`src/rtl/tdm_slot_sequencer.sv`:
```
// TDM slot sequencer: walks the enabled channels of one latched frame in ascending
// order, driving the demux select lines and data word, and parks data at all-ones otherwise.
module tdm_slot_sequencer #(
    parameter int SLOT_CYCLES = 4,
    parameter int GAP_CYCLES  = 1,
    parameter int CNT_W       = 8
) (
    input  logic       iClk,
    input  logic       iRst_n,
    input  logic       iValid,
    output logic       oReady,
    input  logic [7:0] iData,
    input  logic [7:0] iMask,
    input  logic       iAbort,
    output logic [7:0] oData,
    output logic       oA,
    output logic       oB,
    output logic       oC,
    output logic       oBusy,
    output logic       oDone
);

    typedef enum logic [1:0] {
        ST_IDLE = 2'd0,
        ST_SLOT = 2'd1,
        ST_GAP  = 2'd2,
        ST_DONE = 2'd3
    } state_t;

    localparam logic [CNT_W-1:0] SLOT_LOAD = CNT_W'(SLOT_CYCLES - 1);
    localparam logic [CNT_W-1:0] GAP_LOAD  = CNT_W'((GAP_CYCLES > 0) ? (GAP_CYCLES - 1) : 0);

    state_t           state_q;
    logic [7:0]       frame_q;
    logic [7:0]       mask_q;
    logic [2:0]       ch_q;
    logic [CNT_W-1:0] cnt_q;
    logic [7:0]       data_q;
    logic [2:0]       sel_q;
    logic             ready_q;
    logic             busy_q;
    logic             done_q;

    logic [3:0]       first_s;
    logic [3:0]       next_s;

    // Returns {found, index} of the lowest set mask bit at or above start.
    function automatic logic [3:0] lowest_from(input logic [7:0] mask, input logic [3:0] start);
        logic [3:0] res;
        res = 4'b0000;
        for (int i = 7; i >= 0; i--) begin
            if (mask[i] && (i >= int'(start))) begin
                res = {1'b1, 3'(i)};
            end
        end
        return res;
    endfunction

    // Channel search for the accepting edge and for the next-slot decision.
    always_comb begin
        first_s = lowest_from(iMask, 4'd0);
        next_s  = lowest_from(mask_q, {1'b0, ch_q} + 4'd1);
    end

    // Frame sequencer with registered outputs.
    always_ff @(posedge iClk or negedge iRst_n) begin
        if (!iRst_n) begin
            state_q <= ST_IDLE;
            frame_q <= 8'h00;
            mask_q  <= 8'h00;
            ch_q    <= 3'd0;
            cnt_q   <= '0;
            data_q  <= 8'hFF;
            sel_q   <= 3'd0;
            ready_q <= 1'b1;
            busy_q  <= 1'b0;
            done_q  <= 1'b0;
        end else if (iAbort && (state_q != ST_IDLE)) begin
            state_q <= ST_IDLE;
            cnt_q   <= '0;
            data_q  <= 8'hFF;
            sel_q   <= 3'd0;
            ready_q <= 1'b1;
            busy_q  <= 1'b0;
            done_q  <= 1'b0;
        end else begin
            case (state_q)
                ST_IDLE: begin
                    if (iValid) begin
                        frame_q <= iData;
                        mask_q  <= iMask;
                        ready_q <= 1'b0;
                        busy_q  <= 1'b1;
                        if (first_s[3]) begin
                            state_q <= ST_SLOT;
                            ch_q    <= first_s[2:0];
                            sel_q   <= first_s[2:0];
                            cnt_q   <= SLOT_LOAD;
                            data_q  <= iData;
                        end else begin
                            state_q <= ST_DONE;
                            ch_q    <= 3'd0;
                            done_q  <= 1'b1;
                        end
                    end else begin
                        state_q <= ST_IDLE;
                    end
                end
                ST_SLOT: begin
                    if (cnt_q != '0) begin
                        cnt_q <= cnt_q - CNT_W'(1);
                    end else if (GAP_CYCLES > 0) begin
                        state_q <= ST_GAP;
                        cnt_q   <= GAP_LOAD;
                        data_q  <= 8'hFF;
                    end else if (next_s[3]) begin
                        ch_q   <= next_s[2:0];
                        sel_q  <= next_s[2:0];
                        cnt_q  <= SLOT_LOAD;
                    end else begin
                        state_q <= ST_DONE;
                        data_q  <= 8'hFF;
                        sel_q   <= 3'd0;
                        done_q  <= 1'b1;
                    end
                end
                ST_GAP: begin
                    if (cnt_q != '0) begin
                        cnt_q <= cnt_q - CNT_W'(1);
                    end else if (next_s[3]) begin
                        state_q <= ST_SLOT;
                        ch_q    <= next_s[2:0];
                        sel_q   <= next_s[2:0];
                        cnt_q   <= SLOT_LOAD;
                        data_q  <= frame_q;
                    end else begin
                        state_q <= ST_DONE;
                        sel_q   <= 3'd0;
                        done_q  <= 1'b1;
                    end
                end
                ST_DONE: begin
                    state_q <= ST_IDLE;
                    done_q  <= 1'b0;
                    ready_q <= 1'b1;
                    busy_q  <= 1'b0;
                end
                default: begin
                    state_q <= ST_IDLE;
                    data_q  <= 8'hFF;
                    sel_q   <= 3'd0;
                    ready_q <= 1'b1;
                    busy_q  <= 1'b0;
                    done_q  <= 1'b0;
                end
            endcase
        end
    end

    assign oReady = ready_q;
    assign oData  = data_q;
    assign oA     = sel_q[2];
    assign oB     = sel_q[1];
    assign oC     = sel_q[0];
    assign oBusy  = busy_q;
    assign oDone  = done_q;

endmodule

```
`config.mk`:
```
export PLATFORM = sky130hd
export DESIGN_NAME = tdm_slot_sequencer
export DESIGN_NICKNAME = d
export VERILOG_FILES = /design/src/rtl/tdm_slot_sequencer.sv
export SDC_FILE = /design/constraint.sdc
export NUM_CORES = 1
export LEC_CHECK = 0
export ABC_AREA = 1
export CAP_MARGIN = 0
export CORE_UTILIZATION = 35
export CTS_CLUSTER_SIZE = 20
export DETAILED_ROUTE_END_ITERATION = 8
export GPL_ROUTABILITY_DRIVEN = 0
export PLACE_DENSITY = 0.68
export SLEW_MARGIN = 20
export SYNTH_ARGS = -nofsm -noshare
export SYNTH_HDL_FRONTEND = slang
export SYNTH_SLANG_ARGS = --single-unit
```
`constraint.sdc`:
```
create_clock -name iClk -period 1.8 [get_ports iClk]
set_input_delay 0.36 -clock iClk [delete_from_list [all_inputs] [get_ports iClk]]
set_output_delay 0.36 -clock iClk [all_outputs]
set_load 0.01 [all_outputs]
```
Yosys cells after proc, flatten, opt, wreduce, memory -nomap -nowiden
Cells that the tools add are included.

Output and inout bits: 14. Register bits: 43. Bits of input ports: 20. Logic and storage cells: 120.

Equality and inequality tests: 15. Reduce and logical (&&, ||, !) cells: 24. $add $sub $neg: 2. Bitwise logic cells: 1. $lt $le $gt $ge: 8. Muxes and demuxes: 60.

Operators by type and width (number): two-way mux 8 bit (12); two-way mux 4 bit (16); case mux 8 bit (3 select lines) (2); two-way mux 3 bit (9); != test 3 bit, second input constant (7); >= comparator 3 x 4 -> 1 bit, first input constant (4); two-way mux 2 bit (6); case mux 3 bit (2 select lines) (2); AND reduction 5 bit (2); logical AND 1 bit (9); two-way mux 1 bit (9); >= comparator 1 x 4 -> 1 bit, first input constant (2); >= comparator 2 x 4 -> 1 bit, first input constant (2); != test 2 bit, second input constant (4); case mux 2 bit (4 select lines) (1); AND reduction 4 bit (2); nonzero test 8 bit (1); subtractor 8 x 1 -> 8 bit, second input constant (1); AND reduction 6 bit (1); nonzero test 3 bit (2); adder 3 x 1 -> 4 bit, second input constant (1); equality test 2 bit, second input constant (2); != test 4 bit, second input constant (1); case mux 1 bit (2 select lines) (2); 8 further kinds (10).

Depth between registers and ports, before layout
Word-level depth: 15. Gate-level depth with buffers: 14. Gate-level depth less buffers: 14.

Least setup slack after synthesis
No wires, ideal clock.

Path kind: flip-flop to flip-flop. Start: register state_q[0]. End: register cnt_q[3]. Buffers on the path: 2. Arrival: 1.567 ns. Slack: 0.112 ns. Setup time: 0.122 ns. Cell stages (with the launch flop): 10. Cell sequence: dfrtp_1 inv_1 ha_1 clkbuf_1 nor2_1 nor2_2 nand2_1 nand2_4 buf_6 o21ai_2.

Longest elaborated chain between the ends: 4. Elaborated cells on any way between the ends: 12. Classes of those cells: 5 x eq/ne; 2 x mux; 5 x reduce/logical.

Ends and longest elaborated chain: start, declared (RTL line 33) `state_t state_q;`; start signal, assigned (RTL line 68) `state_q <= ST_IDLE;`; start signal, assigned (RTL line 79) `state_q <= ST_IDLE;`; start signal, assigned (RTL line 95) `state_q <= ST_SLOT;`; nonzero test 2 bit (RTL line 78) `end else if (iAbort && (state_q != ST_IDLE)) begin`; logical AND 1 bit (RTL line 78); != test 4 bit (no line), or another cell as far along; AND reduction 4 bit (no line); end signal, assigned (RTL line 111) `cnt_q <= cnt_q - CNT_W'(1);`; end signal, assigned (RTL line 129) `cnt_q <= cnt_q - CNT_W'(1);`; end, declared (RTL line 37) `logic [CNT_W-1:0] cnt_q;`.

Several ways; a longest one is shown, not always the timed one. A chain may end at the register's enable or synchronous reset.

Worst setup path in the final report
Start: register ch_q[0]. End: register data_q[7] (netlist: oData[7]).

Longest elaborated chain between the ends: 13. Elaborated cells on any way between the ends: 27. Classes of those cells: 1 x add/sub; 8 x order compare; 1 x eq/ne; 8 x mux; 9 x reduce/logical.

Ends and longest elaborated chain: start, declared (RTL line 36) `logic [2:0] ch_q;`; start signal, assigned (RTL line 96) `ch_q <= first_s[2:0];`; start signal, assigned (RTL line 117) `ch_q <= next_s[2:0];`; start signal, assigned (RTL line 132) `ch_q <= next_s[2:0];`; adder 3 x 1 -> 4 bit * (RTL line 62) `next_s = lowest_from(mask_q, {1'b0, ch_q} + 4'd1);`; >= comparator 3 x 4 -> 1 bit (RTL line 52) `if (mask[i] && (i >= int'(start))) begin`; logical AND 1 bit (RTL line 52); two-way mux 4 bit (7 in series) (RTL line 52); two-way mux 4 bit * (RTL line 52); != test 3 bit (no line) *; AND reduction 6 bit (no line) *; end signal, assigned (RTL line 99) `data_q <= iData;`; end signal, assigned (RTL line 135) `data_q <= frame_q;`; end, declared (RTL line 38) `logic [7:0] data_q;`.

Every way passes the cells marked *; elsewhere a longest branch is shown, timed or not.

==> metrics <==
Post-synth ARST share 100%; total wire length 6.68 mm; Post-synth EDFFs 0; status finished with violations; Final Net Count 457; worst endpoint data arrival time 2040 ps; fill count 709; die height 89.2 um; f_max 0.554 GHz; register area share after synthesis 40.9%; largest net degree at the start of global routing 44; Rows 31; largest family of logic cells by synthesized area simple AND/OR/NAND/NOR gates; cell area after layout 3690 um2; power per cell area 1810 nW/um2; xor/xnor share of the synthesized area 0.659%; failing checks negative setup slack; mux contribution to synthesized area 0%; Post-Synthesis Cells 362; most frequent cell after synthesis nand2_1; Diodes inserted 0; initial antenna violation count 0; Critical path origin ch_q[0]; fin cells 530; worst reg2reg path depth 12; Mapped Area 2660 um2; CTS root buf clkbuf_8; endpoints failing setup 1; Setup Skew 7.39 ps; placed cell count 513; # DRC 0; Crit Path Class reg -> reg; synth warn 0; number of global-route vias before repair 2327; syn nets 389; most frequent cells after synthesis nand2_1 (104), inv_1 (46), o21ai_0 (36); # IOs 34; Worst Tran Pin Value 351 ps; Num CTS Buffers 5; GRT Total Usage 16.6%; Syn Area/Cell 7.34 um2; Yosys cell types 28; Hold Slack 37.2 ps; MaxCap Viol Count 0; clk slew on worst S/H paths 80 ps; Port Buf Inserts 33; post-DP HPWL 4.73 mm; max_slew headroom 76.4%; layout cell share with drive strength beyond 1 25.5%; top post-synthesis cells by area dfrtp_1 (32%), nand2_1 (15%), dfstp_2 (8.9%); Data required, critical path 2030 ps; grt total ovfl 0; worst-skew pair later-pin latency 290 ps; DR WL/cell 12.6 um; worst setup margin -5.20 ps; drt first pass iters 4; Synth Area in Compound Gates 14.4%; Clock Path Buffers 2; Synth Area in Adders 3.29%; pins over their slew limit 0; clock sink count 43; CP Capture Point oData[7]; crit-path max FO 7; crit path capture type register; Finished Core Util 50.6%; R2R Path Start ch_q[0]; type of origin of the critical path register; H-tree depth 2; Die ar. 7950 um2; vias per cell 4.86; die width 89.2 um; Worst Hold Class in -> async; Synth Area in Simple Gates 32.0%; Initial DRC Count 138; RR Endpoint oData[7]; Worst VDD drop 851 uV; RSZ-0062 raised after global routing yes; Post-DP Area 3290 um2; Yosys top cell area share 32.0%; final hold viol count 0; via count 2578; Yosys reg bits 43; largest area contributor in the netlist dfrtp_1; Synth Flop Type dfrtp_1; TritonCTS clock tree done; P_leak 1.78 nW; Core ar. 7290 um2; first-pass GRT wire length 10.2 mm; Total Power 0.00667 W; Final min period 1810 ps; initial core utilization 36.5%; crit share post-route 100%; Post-DRT Antenna Nets 0; P&R area growth vs syn 38.9%; slack of the worst reg-to-reg path -5 ps; cts hold-fix bufs 0
==> critical path, cell delays in order (launching register included) <==
cell and delay, ps:
dfrtp_2 460, ha_4 190, nand2_4 90, nand3b_1 100, nand2_2 100, nand2_2 70
nor2_4 150, nand3_4 120, nand2_8 160, buf_12 120, inv_6 30, nand3_1 80
nand2_1 60
==> power breakdown <==
part | internal, W | switching (W)
sequential | 0.00148 | 0.000289
clock | 0.000449 | 0.000331
combinational | 0.00175 | 0.00237
==> per-stage QoR <==
stage / setup TNS [ps] / worst slack, ps
after floorplan: 0 / 112
after global placement: -2210 / -130
after detailed placement: -2710 / -154
after CTS: 0 / 1.22
after global routing: -1800 / -129
final: -5.20 / -5.20
==> cells in the final DEF (no fill, tap or decap), types with 2 or more instances in the layout <==
cell type | netlist | final
nand2_1 | 104 | 92
inv_1 | 46 | 42
o21ai_0 | 36 | 35
buf_4 | 0 | 34
clkdlybuf4s50_1 | 0 | 32
dfrtp_1 | 34 | 31
nand3_1 | 27 | 27
nor2_1 | 27 | 23
nand2_2 | 9 | 14
o211ai_1 | 12 | 12
a21oi_1 | 9 | 9
dfstp_2 | 9 | 9
nand2_4 | 3 | 8
nor2_4 | 3 | 6
clkbuf_8 | 0 | 6
inv_2 | 2 | 5
o21ai_2 | 5 | 5
nor3_1 | 4 | 4
ha_4 | 0 | 4
nand3_4 | 1 | 3
nand2_8 | 0 | 3
ha_1 | 7 | 3
dfrtp_2 | 0 | 3
nand3b_1 | 2 | 2
nor2_2 | 1 | 2
nand4_1 | 2 | 2
o2111ai_1 | 2 | 2
xor2_1 | 2 | 2
buf_12 | 0 | 2
==> cell type report <==
class	count	area, um2	area share [%]
clock buffer	6	82.6	2.24
clock inverter	2	35.0	0.949
inverter	49	196	5.32
multi-input combinational	261	1530	41.5
sequential	43	1090	29.5
tap	99	124	3.35
timing repair buffer	69	621	16.8
timing repair inverter	1	8.76	0.237
==> worst min path at each step <==
stage / from / endpoint / cells past startpoint
after detailed placement: iRst_n / mask_q[2] / 2
final: iRst_n / mask_q[2] / 2
after global routing: iRst_n / mask_q[1] / 2
after CTS: iRst_n / cnt_q[5] / 2
after floorplan: iRst_n / ch_q[0] / 0
after global placement: iRst_n / mask_q[5] / 2
==> logic make-up (layout without fill, tap and decap cells) <==
logic type,Yosys count,after routing
simple gates,186,187
xor+xnor,2,2
compound gates,65,65
flops,43,43
buf+inv,59,127
fa+ha+maj,7,7
==> state kept, by name, indices dropped and copies added (netlist names) <==
name     flops
oData        8
oDone        1
sel_q        3
state_q      2
mask_q       8
cnt_q        8
oReady       1
ch_q         3
frame_q      8
oBusy        1
==> metal layers <==
metal	GRT usage (%)	vias up	share of wire, %
met1	21.9	1219	45
met5	0	-	0
li1	-	1296	-
met2	27.6	52	50
met3	3.32	11	3.8
met4	5.05	0	1.3
==> timing repair <==
item,CTS,global route
setup buffers,3,4
gates resized for setup,4,46
setup endpoints to repair,16,27
cloned,0,2
pin swaps,0,16
No activity file was read; power rests on OpenSTA's default activity.
